**src/rtl/rv_trace_pkg.sv**
```systemverilog
`default_nettype none
// ============================================================================
// Module      : rv_trace_pkg
// Description : Shared types for the FlexRV32 retirement trace buffer.
// Revision    : 1.0 - initial release
// ============================================================================
package rv_trace_pkg;

  localparam int c_trace_pc_bits = 32;

  typedef enum logic [1:0] {
    ST_IDLE = 2'd0,
    ST_RUN  = 2'd1,
    ST_POST = 2'd2,
    ST_DONE = 2'd3
  } trace_state_t;

  typedef enum logic [1:0] {
    MODE_WRAP      = 2'd0,
    MODE_STOP_FULL = 2'd1,
    MODE_TRIGGER   = 2'd2
  } trace_mode_t;

  typedef struct packed {
    logic [c_trace_pc_bits-1:0] pc;
    logic [31:0]                instr;
    logic [31:0]                data;
    logic [31:0]                addr;
    logic [2:0]                 flags;
  } trace_entry_t;

  typedef struct packed {
    logic [c_trace_pc_bits-1:0] pc;
    logic [31:0]                instr;
    logic [2:0]                 flags;
  } trace_stage_t;

  // Reserved encoding 3 falls back to free-running capture.
  function automatic trace_mode_t decode_mode(input logic [1:0] mode);
    case (mode)
      2'd1:    return MODE_STOP_FULL;
      2'd2:    return MODE_TRIGGER;
      default: return MODE_WRAP;
    endcase
  endfunction

endpackage
`default_nettype wire

```
**src/rtl/rv_trace_buffer_if.sv**
```systemverilog
`default_nettype none
// ============================================================================
// Module      : rv_trace_buffer_if
// Description : Debug-host read port of the trace buffer (request/valid pop).
// Revision    : 1.0 - initial release
// ============================================================================
interface rv_trace_buffer_if #(
  parameter int IADDR_SPACE_BITS = 32
);
  logic                        i_rd_req;
  logic                        o_rd_valid;
  logic [IADDR_SPACE_BITS-1:0] o_rd_pc;
  logic [31:0]                 o_rd_instr;
  logic [31:0]                 o_rd_data;
  logic [31:0]                 o_rd_addr;
  logic [2:0]                  o_rd_flags;

  modport master (
    output i_rd_req,
    input  o_rd_valid, o_rd_pc, o_rd_instr, o_rd_data, o_rd_addr, o_rd_flags
  );

  modport slave (
    input  i_rd_req,
    output o_rd_valid, o_rd_pc, o_rd_instr, o_rd_data, o_rd_addr, o_rd_flags
  );
endinterface
`default_nettype wire

```
**src/rtl/rv_trace_ram.sv**
```systemverilog
`default_nettype none
// ============================================================================
// Module      : rv_trace_ram
// Description : DEPTH x trace_entry_t storage, one write port, registered read.
// Revision    : 1.0 - initial release
// ============================================================================
module rv_trace_ram
  import rv_trace_pkg::*;
#(
  parameter int DEPTH = 16
) (
  input  wire logic                     i_clk,
  input  wire logic                     i_reset,
  input  wire logic                     i_we,
  input  wire logic [$clog2(DEPTH)-1:0] i_waddr,
  input  wire trace_entry_t             i_wdata,
  input  wire logic                     i_re,
  input  wire logic [$clog2(DEPTH)-1:0] i_raddr,
  output trace_entry_t                  o_rdata
);

  trace_entry_t mem_q [DEPTH];
  trace_entry_t rdata_q;

  always_ff @(posedge i_clk) begin
    if (i_we) begin
      mem_q[i_waddr] <= i_wdata;
    end
  end

  // Read register holds its value between pops so the host sees stable data.
  always_ff @(posedge i_clk or posedge i_reset) begin
    if (i_reset) begin
      rdata_q <= '0;
    end else if (i_re) begin
      rdata_q <= mem_q[i_raddr];
    end
  end

  assign o_rdata = rdata_q;

endmodule
`default_nettype wire

```
**src/rtl/rv_trace_buffer.sv**
```systemverilog
`default_nettype none
// ============================================================================
// Module      : rv_trace_buffer
// Description : Retirement trace buffer: shadow pipeline, circular capture
//               with wrap / stop-on-full / PC-trigger modes, oldest-first drain.
// Revision    : 1.0 - initial release
// ============================================================================
module rv_trace_buffer
  import rv_trace_pkg::*;
#(
  parameter int IADDR_SPACE_BITS = 32,
  parameter int DEPTH            = 16,
  parameter int PIPE_STAGES      = 3
) (
  input  wire logic                          i_clk,
  input  wire logic                          i_reset,
  input  wire logic [IADDR_SPACE_BITS-2:0]   i_pc,
  input  wire logic [31:0]                   i_instr,
  input  wire logic                          i_reg_write,
  input  wire logic                          i_mem_read,
  input  wire logic                          i_mem_write,
  input  wire logic [PIPE_STAGES-1:0]        i_stage_flush,
  input  wire logic [PIPE_STAGES-1:0]        i_stage_stall,
  input  wire logic [31:0]                   i_mem_addr,
  input  wire logic [31:0]                   i_reg_data,
  input  wire logic                          i_arm,
  input  wire logic                          i_stop,
  input  wire logic [1:0]                    i_mode,
  input  wire logic [IADDR_SPACE_BITS-1:0]   i_trig_pc,
  input  wire logic [$clog2(DEPTH):0]        i_post_count,
  rv_trace_buffer_if.slave                   rd_if,
  output logic [1:0]                         o_state,
  output logic [$clog2(DEPTH):0]             o_count,
  output logic                               o_overflow,
  output logic                               o_trig_hit
);

  localparam int c_aw   = $clog2(DEPTH);
  localparam int c_cw   = c_aw + 1;
  localparam int c_last = PIPE_STAGES - 1;
  localparam logic [c_cw-1:0] c_full = c_cw'(DEPTH);

  trace_stage_t stage_q [PIPE_STAGES];
  trace_stage_t stage_d [PIPE_STAGES];
  logic [31:0]  addr_q, addr_d;

  trace_state_t      state_q, state_d;
  trace_mode_t       mode_q, mode_d;
  logic [c_cw-1:0]   post_q, post_d;
  logic [c_cw-1:0]   count_q, count_d;
  logic [c_aw-1:0]   wptr_q, wptr_d;
  logic [c_aw-1:0]   rptr_q, rptr_d;
  logic              ovf_q, ovf_d;
  logic              trig_q, trig_d;
  logic              rd_valid_q;

  logic              w_retire;
  logic              w_trig_match;
  logic              w_we;
  logic              w_re;
  trace_stage_t      w_last;
  trace_entry_t      w_entry;
  trace_entry_t      w_rdata;

  always_comb begin
    stage_d = stage_q;
    addr_d  = addr_q;
    if (i_stage_flush[0]) begin
      stage_d[0] = '0;
    end else if (!i_stage_stall[0]) begin
      stage_d[0].pc    = c_trace_pc_bits'({i_pc, 1'b0});
      stage_d[0].instr = i_instr;
      stage_d[0].flags = {i_mem_write, i_mem_read, i_reg_write};
    end
    for (int k = 1; k < PIPE_STAGES; k++) begin
      if (i_stage_flush[k]) begin
        stage_d[k] = '0;
      end else if (!i_stage_stall[k]) begin
        stage_d[k] = stage_q[k-1];
      end
    end
    // Memory address only exists in the retiring stage.
    if (i_stage_flush[c_last]) begin
      addr_d = '0;
    end else if (!i_stage_stall[c_last]) begin
      addr_d = i_mem_addr;
    end
  end

  always_ff @(posedge i_clk or posedge i_reset) begin
    if (i_reset) begin
      for (int k = 0; k < PIPE_STAGES; k++) begin
        stage_q[k] <= '0;
      end
      addr_q <= '0;
    end else begin
      stage_q <= stage_d;
      addr_q  <= addr_d;
    end
  end

  assign w_last       = stage_q[c_last];
  assign w_retire     = (w_last.instr != '0) && !i_stage_stall[c_last];
  assign w_trig_match = (w_last.pc[IADDR_SPACE_BITS-1:0] == i_trig_pc);

  always_comb begin
    w_entry.pc    = w_last.pc;
    w_entry.instr = w_last.instr;
    w_entry.data  = w_last.flags[0] ? i_reg_data : 32'd0;
    w_entry.addr  = addr_q;
    w_entry.flags = w_last.flags;
  end

  always_comb begin
    state_d = state_q;
    mode_d  = mode_q;
    post_d  = post_q;
    count_d = count_q;
    wptr_d  = wptr_q;
    rptr_d  = rptr_q;
    ovf_d   = ovf_q;
    trig_d  = trig_q;
    w_we    = 1'b0;
    w_re    = 1'b0;
    if (i_arm) begin
      state_d = ST_RUN;
      mode_d  = decode_mode(i_mode);
      post_d  = i_post_count;
      count_d = '0;
      wptr_d  = '0;
      ovf_d   = 1'b0;
      trig_d  = 1'b0;
    end else begin
      case (state_q)
        ST_RUN, ST_POST: begin
          if (w_retire) begin
            w_we   = 1'b1;
            wptr_d = wptr_q + 1'b1;
            if (count_q == c_full) begin
              ovf_d = 1'b1;
            end else begin
              count_d = count_q + 1'b1;
            end
            if (state_q == ST_POST) begin
              post_d = post_q - 1'b1;
              if (post_q == c_cw'(1)) begin
                state_d = ST_DONE;
              end
            end else if (mode_q == MODE_STOP_FULL && count_d == c_full) begin
              state_d = ST_DONE;
            end else if (mode_q == MODE_TRIGGER && w_trig_match) begin
              trig_d  = 1'b1;
              state_d = (post_q == '0) ? ST_DONE : ST_POST;
            end
          end
          if (i_stop) begin
            state_d = ST_DONE;
          end
        end
        ST_DONE: begin
          if (rd_if.i_rd_req && count_q != '0) begin
            w_re    = 1'b1;
            rptr_d  = rptr_q + 1'b1;
            count_d = count_q - 1'b1;
          end
        end
        default: ;
      endcase
      // After a wrap the oldest surviving entry sits at the write pointer.
      if (state_d == ST_DONE && state_q != ST_DONE) begin
        rptr_d = ovf_d ? wptr_d : '0;
      end
    end
  end

  always_ff @(posedge i_clk or posedge i_reset) begin
    if (i_reset) begin
      state_q    <= ST_IDLE;
      mode_q     <= MODE_WRAP;
      post_q     <= '0;
      count_q    <= '0;
      wptr_q     <= '0;
      rptr_q     <= '0;
      ovf_q      <= 1'b0;
      trig_q     <= 1'b0;
      rd_valid_q <= 1'b0;
    end else begin
      state_q    <= state_d;
      mode_q     <= mode_d;
      post_q     <= post_d;
      count_q    <= count_d;
      wptr_q     <= wptr_d;
      rptr_q     <= rptr_d;
      ovf_q      <= ovf_d;
      trig_q     <= trig_d;
      rd_valid_q <= w_re;
    end
  end

  rv_trace_ram #(
    .DEPTH (DEPTH)
  ) u_ram (
    .i_clk   (i_clk),
    .i_reset (i_reset),
    .i_we    (w_we),
    .i_waddr (wptr_q),
    .i_wdata (w_entry),
    .i_re    (w_re),
    .i_raddr (rptr_q),
    .o_rdata (w_rdata)
  );

  assign rd_if.o_rd_valid = rd_valid_q;
  assign rd_if.o_rd_pc    = w_rdata.pc[IADDR_SPACE_BITS-1:0];
  assign rd_if.o_rd_instr = w_rdata.instr;
  assign rd_if.o_rd_data  = w_rdata.data;
  assign rd_if.o_rd_addr  = w_rdata.addr;
  assign rd_if.o_rd_flags = w_rdata.flags;

  assign o_state    = state_q;
  assign o_count    = count_q;
  assign o_overflow = ovf_q;
  assign o_trig_hit = trig_q;

endmodule
`default_nettype wire

```
**src/flat_wrapper.sv**
```systemverilog
// flat-port wrapper written by rule: the top's interface ports become plain ports
module rv_trace_buffer_flat import rv_trace_pkg::*;
#(
  parameter int IADDR_SPACE_BITS = 32,
  parameter int DEPTH            = 16,
  parameter int PIPE_STAGES      = 3
)
  (i_clk, i_reset, i_pc, i_instr, i_reg_write, i_mem_read, i_mem_write, i_stage_flush, i_stage_stall, i_mem_addr, i_reg_data, i_arm, i_stop, i_mode, i_trig_pc, i_post_count, o_state, o_count, o_overflow, o_trig_hit, rd_if_i_rd_req, rd_if_o_rd_valid, rd_if_o_rd_pc, rd_if_o_rd_instr, rd_if_o_rd_data, rd_if_o_rd_addr, rd_if_o_rd_flags);
  rv_trace_buffer_if #(.IADDR_SPACE_BITS(IADDR_SPACE_BITS)) rd_if_i ();
  input  wire logic i_clk;
  input  wire logic i_reset;
  input  wire logic [IADDR_SPACE_BITS-2:0] i_pc;
  input  wire logic [31:0] i_instr;
  input  wire logic i_reg_write;
  input  wire logic i_mem_read;
  input  wire logic i_mem_write;
  input  wire logic [PIPE_STAGES-1:0] i_stage_flush;
  input  wire logic [PIPE_STAGES-1:0] i_stage_stall;
  input  wire logic [31:0] i_mem_addr;
  input  wire logic [31:0] i_reg_data;
  input  wire logic i_arm;
  input  wire logic i_stop;
  input  wire logic [1:0] i_mode;
  input  wire logic [IADDR_SPACE_BITS-1:0] i_trig_pc;
  input  wire logic [$clog2(DEPTH):0] i_post_count;
  output logic [1:0] o_state;
  output logic [$clog2(DEPTH):0] o_count;
  output logic o_overflow;
  output logic o_trig_hit;
  input wire logic [$bits(rd_if_i.i_rd_req)-1:0] rd_if_i_rd_req;
  output wire logic [$bits(rd_if_i.o_rd_valid)-1:0] rd_if_o_rd_valid;
  output wire logic [$bits(rd_if_i.o_rd_pc)-1:0] rd_if_o_rd_pc;
  output wire logic [$bits(rd_if_i.o_rd_instr)-1:0] rd_if_o_rd_instr;
  output wire logic [$bits(rd_if_i.o_rd_data)-1:0] rd_if_o_rd_data;
  output wire logic [$bits(rd_if_i.o_rd_addr)-1:0] rd_if_o_rd_addr;
  output wire logic [$bits(rd_if_i.o_rd_flags)-1:0] rd_if_o_rd_flags;
  assign rd_if_i.i_rd_req = rd_if_i_rd_req;
  assign rd_if_o_rd_valid = rd_if_i.o_rd_valid;
  assign rd_if_o_rd_pc = rd_if_i.o_rd_pc;
  assign rd_if_o_rd_instr = rd_if_i.o_rd_instr;
  assign rd_if_o_rd_data = rd_if_i.o_rd_data;
  assign rd_if_o_rd_addr = rd_if_i.o_rd_addr;
  assign rd_if_o_rd_flags = rd_if_i.o_rd_flags;
  rv_trace_buffer #(.IADDR_SPACE_BITS(IADDR_SPACE_BITS), .DEPTH(DEPTH), .PIPE_STAGES(PIPE_STAGES)) u_core (.i_clk(i_clk), .i_reset(i_reset), .i_pc(i_pc), .i_instr(i_instr), .i_reg_write(i_reg_write), .i_mem_read(i_mem_read), .i_mem_write(i_mem_write), .i_stage_flush(i_stage_flush), .i_stage_stall(i_stage_stall), .i_mem_addr(i_mem_addr), .i_reg_data(i_reg_data), .i_arm(i_arm), .i_stop(i_stop), .i_mode(i_mode), .i_trig_pc(i_trig_pc), .i_post_count(i_post_count), .rd_if(rd_if_i), .o_state(o_state), .o_count(o_count), .o_overflow(o_overflow), .o_trig_hit(o_trig_hit));
endmodule
```
**config.mk**
```make
export PLATFORM = sky130hd
export DESIGN_NAME = rv_trace_buffer_flat
export DESIGN_NICKNAME = d
export VERILOG_FILES = /design/src/rtl/rv_trace_pkg.sv /design/src/rtl/rv_trace_buffer_if.sv /design/src/rtl/rv_trace_ram.sv /design/src/rtl/rv_trace_buffer.sv /design/src/flat_wrapper.sv
export SDC_FILE = /design/constraint.sdc
export NUM_CORES = 2
export LEC_CHECK = 0
export CAP_MARGIN = 0
export CORE_ASPECT_RATIO = 2
export CORE_UTILIZATION = 30
export DETAILED_ROUTE_END_ITERATION = 12
export GPL_ROUTABILITY_DRIVEN = 0
export GPL_TIMING_DRIVEN = 0
export HOLD_SLACK_MARGIN = 0.06
export PLACE_DENSITY = 0.48
export SYNTH_ARGS = -nofsm -noshare
export SYNTH_HDL_FRONTEND = slang
export SYNTH_HIERARCHICAL = 1
export SYNTH_SLANG_ARGS = --single-unit
```
**constraint.sdc**
```tcl
create_clock -name i_clk -period 13.5 [get_ports i_clk]
set_input_delay 2.7 -clock i_clk [delete_from_list [all_inputs] [get_ports i_clk]]
set_output_delay 2.7 -clock i_clk [all_outputs]
set_load 0.005 [all_outputs]
```
### Word-level counts from Yosys, hierarchy flattened

Memories as Yosys holds them, arrays and structs flattened. A register that Yosys moved wholly into a read port is not among the register bits.
Cells that the tools add are included.

* bitwise gates (word level): 1
* add/sub/neg operators: 5
* equality and inequality tests: 20
* reduce and logical (&&, ||, !) cells: 21
* multiplexer cells: 58

Operators with widths (number)
* 2-to-1 mux 67 bit: 6
* 2-to-1 mux 32 bit: 3
* 2-to-1 mux 5 bit: 11
* == test 32 bit: 1
* nonzero test 32 bit: 1
* 2-to-1 mux 4 bit: 7
* 2-to-1 mux 1 bit: 20
* 2-to-1 mux 2 bit: 9
* inequality test 2 bit (second input constant): 6
* nonzero test 2 bit: 6
* == test 2 bit (second input constant): 5
* == test 5 bit (second input constant): 2
* one-hot mux 5 bit (2 select lines): 1
* subtractor 5 x 1 -> 5 bit (second input constant): 2
* AND reduction 3 bit: 3
* adder 4 x 1 -> 4 bit (second input constant): 2
* == test 2 x 1 -> 1 bit (second input constant): 3
* inequality test 3 x 2 -> 1 bit (second input constant): 2
* adder 5 x 1 -> 5 bit (second input constant): 1
* == test 5 x 1 -> 1 bit (second input constant): 1
* logical AND 1 bit: 5
* logical NOT 5 bit: 1
* AND reduction 5 bit: 1
* nonzero test 5 bit: 1
* 5 further kinds: 5

* word-level logic and storage cells: 125
* flip-flop bits (word level): 258
* memories kept: 1
* RAM bits: 2096
* input port bits: 180
* output and inout port bits: 141

Memory list
* u_core.u_ram.mem_q: depth 16, bits a word 131, read ports 1, clocked after Yosys merged registers in 1, wr ports 1, RTL line rv_trace_ram.sv:22 `trace_entry_t mem_q [DEPTH];`

### Depth between registers and ports, before layout

* depth in word-level cells: 17
* gate-level depth with buffers: 12
* gate-level depth less buffers: 9

### Modules after synthesis

The synthesis kept the hierarchy.

By module, submodules not included
* rv_trace_ram: area an instance 83642.7 sq um, times used 1, cells an instance 3901, seq. area each 66218.5 sq um
* rv_trace_buffer: area an instance 11407.2 sq um, times used 1, cells an instance 1006, seq. area each 6381.1 sq um

### Worst setup path after synthesis

No wires, ideal clock.

* path type: input to register
* from: input i_stage_stall[2]
* to: memory u_core/u_ram/mem_q[0][0] (netlist name), enable pin
* slack: -16 ps
* arrival: 12735 ps
* stages on the path: 6
* data required time: 12719 ps
* cells stage by stage: clkbuf_1 -> nor2_1 -> o21ai_1 -> nor2_1 -> or3b_2 -> nor3_1

* word-level cells in the longest chain between the ends: 7

Ends and longest elaborated chain
* from (decl): RTL line flat_wrapper.sv:18 `input wire logic [PIPE_STAGES-1:0] i_stage_stall;`
* logical NOT 1 bit
* logical AND 1 bit: RTL line rv_trace_buffer.sv:103 `assign w_retire = (w_last.instr != '0) && !i_stage_stall[c_last];`
* 2-to-1 mux 1 bit: RTL line rv_trace_buffer.sv:136 `if (w_retire) begin`
* 2-to-1 mux 1 bit: RTL line rv_trace_buffer.sv:134 `case (state_q)`
* 2-to-1 mux 1 bit: RTL line rv_trace_buffer.sv:125 `if (i_arm) begin`
* named net u_core.w_we: RTL line rv_trace_buffer.sv:59 `logic w_we;`
* 2-to-1 mux 1 bit: RTL line rv_trace_ram.sv:26 `if (i_we) begin`
* 2-to-1 mux 1 bit (implied by the code): RTL line rv_trace_ram.sv:27 `mem_q[i_waddr] <= i_wdata;`
* to (decl): RTL line rv_trace_ram.sv:22

The timed path passes the listed nets, and every way through them passes these cells.

### Final worst setup path

* from: input i_stage_stall[2]
* to: memory u_core/u_ram/mem_q[12][22] (netlist name), enable pin

Same word-level chain as after synthesis.

==> metrics.txt <==
status finished, final reports clean; CP max FO 10; Clk Latency, worst-skew pair between 0.8 and 0.9 ns; fmax 147.8 MHz; met3 wire len 14.74 mm; Port Buf Inserts 315; TritonCTS clock tree yes; H-Tree Depth 4; top routing layer in use met5; vias in the first global route 52940; CP most frequent cell buf_6; CP max-delay cell nor3_2; Synth Flop Type edfxtp_1; #FFs+latches synth approximately 2500; Max Slew Vio Count 0; post-CTS setup buffers 0; dpl hpwl 213.6 mm; Routed Antenna Nets 0; most common cell after layout, fill and taps aside edfxtp_1; Die Height 798.0 um; Congestion Overflow GR 0; PD cells 157.3 nW/um^2; Final Setup Violations 0; Pleak 37.69 nW; sum of negative setup slack 0 ns; vias per cell around 5; crit-path leading delay family buffers and inverters; RSZ-0062 raised after global routing no; WP data required 14.07 ns; most frequent cells in the layout 2096 x edfxtp_1, 687 x mux2i_1, 386 x dfrtp_1; nets 5824; initial antenna violation count 38; site row count 292; placed cell area 106500 um^2; die area between 300000 and 400000 um^2; Post-Syn Instances 4907; DRC 0; synth warn 6; I/O pin cnt 321; hold-fix buffers at CTS 0; CTS Buffer Depth 4; largest net degree at the start of global routing between 100 and 150; Final Power 17.92 mW; Metal-1 WL 116.2 mm; Setup Crit Path Kind in2reg; root buf cell clkbuf_16; synth unique cells 58; Worst VDD drop roughly 0.0001 V; via count 50010; Die Wd 400.0 um; endpoints failing hold 0; min Tclk post-route 6.767 ns; register area share after synthesis 76.38%; per-cell routed wire length 30.51 um; crit-path max cell delay 0.57 ns; Inst Count DP approximately 9500; R2R Setup Slk between 8 and 9 ns; Hold Crit Class reg2reg; Max Cap Viol 0; WP data arrival 7.33 ns; WL met2 between 150 and 200 mm; TritonCTS buffer count between 200 and 250; CP bufs+invs 11; CTS Sinks 2482; worst-margin pin slew 1.460 ns; synthesized area 95050 um^2; fraction of registers with async set/reset 15.55%; Post-synth EDFFs 2096; initial core utilization 30.11%; core area 315700 um^2; post-route cell area 113900 um^2; layout cell share with drive strength beyond 1 17.69%; crit start category input pin; first-pass GRT wire length 419.7 mm; Slew headroom 2.419%; drt first pass iters 7; total global-route track usage 18.86%; Area Growth Syn to Fin 19.83%; CP Capture Type flop; Cell Chain, Critical Path clkdlybuf4s50_1 -> clkbuf_1 -> nor2_1 -> o21ai_1 -> nor2_1 -> nand3_1 -> nor3_2 -> buf_6 -> buf_6 -> buf_6 -> buf_6 -> buf_6 -> buf_6 -> buf_6 -> buf_6 -> buf_6; Avg Inst Size Synth 19.37 um^2; routed wire length 303.5 mm; Iter 0 DRT Violations 4101; Worst Clk Skew 0.03944 ns; Final Non-Filler Cells 9948; fin crit share 50.13%; Clock transition at path regs approximately 0.070 ns; post-cts sizing count 0
==> synthesized netlist by cell type, types with 53 or more instances <==
library cell / count / area, um^2
edfxtp_1: 2096 / 62940
mux2i_1: 687 / 6877
dfrtp_1: 386 / 9659
nor2_1: 367 / 1378
mux4_2: 332 / 7477
o22ai_1: 229 / 1433
clkbuf_1: 127 / 476.7
o32ai_1: 88 / 770.7
buf_2: 82 / 410.4
nor2b_1: 56 / 350.3
a211oi_1: 54 / 405.4
buf_4: 53 / 397.9
==> state kept, by name (all words and copies together), names as in the netlist <==
register / count
u_core/u_ram/mem_q: 2096
u_core/stage_q: 198
u_core/u_ram/o_rdata: 131
u_core/addr_q: 32
u_core/o_count: 5
u_core/post_q: 5
u_core/rptr_q: 4
u_core/wptr_q: 4
u_core/mode_q: 2
u_core/o_state: 2
u_core/o_overflow: 1
u_core/o_trig_hit: 1
u_core/rd_if.o_rd_valid: 1
==> through the flow <==
step           util [%]  hold slack (ns)  worst slack [ns]
2_1_floorplan         -           0.4860            0.3224
3_3_place_gp      32.76           0.4958            -16.32
3_5_place_dp      33.75           0.5085             5.794
4_1_cts           36.07           0.5014             6.719
5_1_grt           36.07           0.5453             6.608
6_report          36.08           0.5076             6.733
==> tightest hold or removal path: cells and delay by family (launching register included) <==
family | cells | cell delay [ns]
flops | 1 | 0.35
mux | 1 | 0.07
simple gates | 1 | 0.08
==> routing by layer <==
metal / up-vias / GRT usage, %
met5: - / 0
met2: 1365 / 35.14
met4: 18 / 5.303
met1: 27020 / 22.12
met3: 405 / 2.805
li1: 21200 / -
==> report_power, final <==
| group | internal, mW | switching (mW) |
|---|---|---|
| clock | 3.64 | 2.86 |
| sequential | 8.52 | 0.320 |
| combinational | 1.16 | 1.43 |
==> worst paths after layout <==
path                                                    to  cells past startpoint               start
worst min register to register          u_core/stage_q[13]                      2  u_core/stage_q[80]
min in group asynchronous         u_core/u_ram/o_rdata[60]                      2             i_reset
worst max register to register  u_core/u_ram/mem_q[12][22]                     15  u_core/stage_q[28]
max in group asynchronous                u_core/addr_q[24]                      4             i_reset
worst max-delay path            u_core/u_ram/mem_q[12][22]                     16    i_stage_stall[2]
worst min-delay path                    u_core/stage_q[13]                      2  u_core/stage_q[80]
==> layout make-up <==
type                    count  area, um^2
fillers                 29590      201800
flip-flops and latches   2482       72600
multi-input cells        2133       21070
clock buffers             324        6409
repair buffers            485        6150
well taps                4116        5150
plain buffers             295        1518
clock inverters            90       914.6
inverters                  12       60.06
diodes                     11       27.53
==> cells by family after synthesis <==
family                     count (synthesis)  synth area share [%]
adders and majority gates                 10                0.1316
and+or+nand+nor                          549                 2.675
buffers and inverters                    307                 1.632
other                                      1              0.003945
AOI/OAI and AO/OA                        485                 3.552
xor gates and xnor gates                  44                0.4054
DFF                                     2482                 76.38
muxes                                   1029                 15.22
Power figures use the tool's default switching activity.
